File: config.mk
export PLATFORM = sky130hd
export DESIGN_NAME = regfile_wb_scheduler
export DESIGN_NICKNAME = d
export VERILOG_FILES = /design/src/rtl/regfile_wb_scheduler.sv
export SDC_FILE = /design/constraint.sdc
export NUM_CORES = 1
export LEC_CHECK = 0
export CORE_MARGIN = 2
export CORE_UTILIZATION = 55
export DETAILED_ROUTE_END_ITERATION = 8
export DONT_BUFFER_PORTS = 1
export PLACE_DENSITY = 0.7
export SYNTH_ARGS = -nofsm -noshare
export SYNTH_HDL_FRONTEND = slang
export SYNTH_SLANG_ARGS = --single-unit
File: constraint.sdc
create_clock -name clk -period 4.4 [get_ports clk]
set_input_delay 0.88 -clock clk [delete_from_list [all_inputs] [get_ports clk]]
set_output_delay 0.88 -clock clk [all_outputs]
set_load 0.005 [all_outputs]
File: src/rtl/regfile_wb_scheduler.sv
// Write-back scheduler: round-robin ALU/load arbitration onto the single array write port, plus busy scoreboard.
// Latency: grant in cycle N, registered strobe in N+1. Backpressure: wbN_ready/rsv_ready low holds the requester.
// Optional REGFILE_WB_FORWARD_EN: forwards word strobes to the source-operand query ports.
module regfile_wb_scheduler #(
    parameter int register_num        = 32,
    parameter int register_width      = 32,
    parameter int register_num_length = 5
) (
    input  logic                           clk,
    input  logic                           rst,
    input  logic                           rsv_valid,
    input  logic [register_num_length-1:0] rsv_addr,
    output logic                           rsv_ready,
    input  logic                           wb0_valid,
    output logic                           wb0_ready,
    input  logic [register_num_length-1:0] wb0_addr,
    input  logic [register_width-1:0]      wb0_data,
    input  logic                           wb0_byte,
    input  logic                           wb1_valid,
    output logic                           wb1_ready,
    input  logic [register_num_length-1:0] wb1_addr,
    input  logic [register_width-1:0]      wb1_data,
    input  logic                           wb1_byte,
    output logic                           write_word_enable,
    output logic                           write_byte_enable,
    output logic [register_num_length-1:0] write_reg_address,
    output logic [register_width-1:0]      write_data,
    input  logic [register_num_length-1:0] rd1_addr,
    input  logic [register_num_length-1:0] rd2_addr,
    output logic                           rd1_busy,
    output logic                           rd2_busy,
    output logic                           fwd1_valid,
    output logic                           fwd2_valid,
    output logic [register_width-1:0]      fwd1_data,
    output logic [register_width-1:0]      fwd2_data,
    output logic                           err_unreserved
);

    logic [register_num-1:0] busy;
    logic                    last_grant;
    logic                    grant0;
    logic                    grant1;
    logic                    commit;

    // Round-robin: on contention, the requester that did not win last time goes.
    always_comb begin
        grant0 = wb0_valid & (~wb1_valid | last_grant);
        grant1 = wb1_valid & (~wb0_valid | ~last_grant);
    end

    assign wb0_ready = grant0 & ~rst;
    assign wb1_ready = grant1 & ~rst;
    assign rsv_ready = rsv_valid & ~busy[rsv_addr] & ~rst;
    assign commit    = write_word_enable | write_byte_enable;

    always_ff @(posedge clk) begin
        if (rst) begin
            busy              <= '0;
            last_grant        <= 1'b1;
            write_word_enable <= 1'b0;
            write_byte_enable <= 1'b0;
            write_reg_address <= '0;
            write_data        <= '0;
            err_unreserved    <= 1'b0;
        end else begin
            // Clear before set; a busy register never accepts a reservation, so they cannot overlap legally.
            if (commit) begin
                busy[write_reg_address] <= 1'b0;
                if (!busy[write_reg_address]) begin
                    err_unreserved <= 1'b1;
                end
            end
            if (rsv_ready) begin
                busy[rsv_addr] <= 1'b1;
            end
            if (grant0) begin
                write_word_enable <= ~wb0_byte;
                write_byte_enable <= wb0_byte;
                write_reg_address <= wb0_addr;
                write_data        <= wb0_data;
                last_grant        <= 1'b0;
            end else if (grant1) begin
                write_word_enable <= ~wb1_byte;
                write_byte_enable <= wb1_byte;
                write_reg_address <= wb1_addr;
                write_data        <= wb1_data;
                last_grant        <= 1'b1;
            end else begin
                write_word_enable <= 1'b0;
                write_byte_enable <= 1'b0;
            end
        end
    end

`ifdef REGFILE_WB_FORWARD_EN
    logic hit1;
    logic hit2;

    // Only full-word strobes carry a complete operand; byte writes stay busy until committed.
    always_comb begin
        hit1       = write_word_enable & (write_reg_address == rd1_addr) & ~rst;
        hit2       = write_word_enable & (write_reg_address == rd2_addr) & ~rst;
        fwd1_valid = hit1;
        fwd2_valid = hit2;
        fwd1_data  = hit1 ? write_data : '0;
        fwd2_data  = hit2 ? write_data : '0;
        rd1_busy   = busy[rd1_addr] & ~hit1 & ~rst;
        rd2_busy   = busy[rd2_addr] & ~hit2 & ~rst;
    end
`else
    always_comb begin
        fwd1_valid = 1'b0;
        fwd2_valid = 1'b0;
        fwd1_data  = '0;
        fwd2_data  = '0;
        rd1_busy   = busy[rd1_addr] & ~rst;
        rd2_busy   = busy[rd2_addr] & ~rst;
    end
`endif

endmodule

==> metrics.cfg <==
[grt]
grt_max_degree=73
grt_overflow=0
track_usage_pct=26.7
grt_pass1_wl_um=18100
antenna_found_initial=0
first_global_vias=3354

[sta]
min_period_ns=3.10
maxSlewHeadroom_pct=39.3
setup_viol=0
hold_ws_ns=0.503
hold_viol_final=0
setup_ws_ns=1.30
tightest_slew_ns=0.907
period_share_pct=70.5
clock.fmax_mhz=322
rsz0062_at_grt=no
fin_skew_ns=0.0120
drv_slew=0
tns_ns=0

[cells_and_area]
final_core_util_pct=54.9
syn_to_final_growth_pct=-2.24
final_area_um2=4470
num-nets-final=562
final_layout_size_suffix_gt1_share_pct=12.3
antennaDiodeCount=0

[clock_tree]
clk_pin_slew_ns=0.07
post-cts-setup-buffers=0
cts_buffer_depth=2
cts_root_buf=clkbuf_8
clk_latency_ns=0.36
cts.sinks=73
cts.htree.levels=3
cts_resized=0
cts.hold.buffers_added=0
cts_buffers=9
cts_tree=built

[placed_design]
dp.final_hpwl_um=8830
place_congestion=0.922
numPortBuffers=0
dpl_worst_slack_ns=1.31
place_area_um2=4300

[die]
die_w_um=95.2
io_pins=207
row_count=33
start_util_pct=56.2
die_area_um2=9060
core_area_um2=8130
fp.dieH_um=95.2

[logic_synthesis]
syn_inst=496
ys.warnings.count=0
synthArstFlopShare_pct=0
syn_area_per_cell_um2=9.22
syn_area_um2=4570
synth_edf_count=0
synth_ff_type=dfxtp_1
ys_seq_elements=73
synth.distinct_cells=38
ys_seq_area_share_pct=32.0

[route]
routedWlPerCell_um=21.3
drc=0
routed_wl_um=12300
drtAntennaViolNets=0
drt_iter0_drc=312
vias=3729
vias_per_cell=6.47
first_pass_iters=7

[critical_path]
critPathKind=in2out
worstSetupEndpointType=output port
critical_path_arrival_ns=2.22
crit_fanout=17
cp-start-kind=input port
required_ns=3.52

[worst_hold_path]
min_path_type=reg2reg

[run_status]
status=completed

[job]
drv_cap=0

[pwr]
p_per_area_nw_per_um2=306
p_leak_uw=0.00163
vdd_drop_max_mv=0.227

==> sequential cells by signal, indices dropped and copies added, names as in the netlist <==
signal,flops
busy,32
write_data,32
write_byte_enable,1
write_reg_address,5
last_grant,1
err_unreserved,1
write_word_enable,1
==> Yosys cell counts (all sizes together) (3+ instances only) <==
cell type	n	area [µm²]
inv	3	11.3
nand3	5	37.5
nand3b	5	37.5
nand2	18	67.6
buf	73	541
dfxtp	73	1460
mux4	25	563
or3	6	37.5
o31ai	26	195
nor2b	3	18.8
o211ai	33	248
o221ai	39	342
or3b	4	35.0
mux2	4	45.0
clkbuf	36	135
o21ai	13	76.3
nor2	84	315
mux2i	26	260
nand2b	3	18.8
==> power by group <==
group | total (µW) | internal, µW | switching (µW)
sequential | 740 | 695 | 45.7
combinational | 157 | 61.3 | 95.4
clock | 471 | 207 | 265
total | 1370 | 963 | 406
==> layout by cell type (no fill, tap or decap), types with 5 or more instances in the layout <==
cell type / instances
clkbuf_8: 9
conb_1: 66
dfxtp_1: 73
mux2i_1: 26
mux4_2: 25
nand2_1: 18
nand3b_1: 5
nor2_1: 84
o211ai_1: 33
o21ai_0: 11
o221ai_1: 39
o31ai_1: 26
or3_1: 6
==> cells by family (layout without fill, tap and decap cells) <==
kind of cell           Yosys count  after routing  share of synthesized area (%)
multiplexers                    55             55                           19.0
AND/OR/NAND/NOR                134            134                           13.3
AO/OA/AOI/OAI                  121            121                           20.6
other                            1             66                         0.0820
flip-flops                      73             73                           32.0
buffers and inverters          112             22                           15.0
==> stage by stage <==
| step | total power, µW | std cells |
|---|---|---|
| CTS | 1370 | 576 |
| detailed placement | 911 | 560 |
| floorplan | 931 | 561 |
| finish | 1370 | 576 |
| global route | 1430 | 576 |
| global placement | 908 | 560 |
==> per-layer routing <==
metal  routed length (µm)  up-vias  global-route usage, %
li1                     -     1667                      -
met1                 4450     1777                   32.7
met2                 6030      261                   43.7
met3                 1520       24                   8.38
met4                  275        0                   10.9
met5                    0        -                      0
==> layout make-up <==
class	count	area, µm²
clock buffer	10	128
sequential	73	1460
clock inverter	6	43.8
tap	105	131
timing repair buffer	3	22.5
fill	751	3660
inverter	3	11.3
multi-input combinational	376	2670
==> critical path, cell delays in order <==
cell and delay [ns]:
mux4_2 0.47, and2_4 0.18, o21ai_4 0.20, nand3_4 0.22, a31oi_1 0.26
==> path summary, 6_finish.rpt <==
check                             from              to  slack [ns]  cells after the start
setup / recovery           rsv_addr[1]       rsv_ready        1.30                      5
setup reg to reg  write_reg_address[1]  err_unreserved        2.30                      5
hold reg to reg         err_unreserved  err_unreserved        0.50                      1
hold / removal          err_unreserved  err_unreserved        0.50                      1
Power figures use the tool's default switching activity.
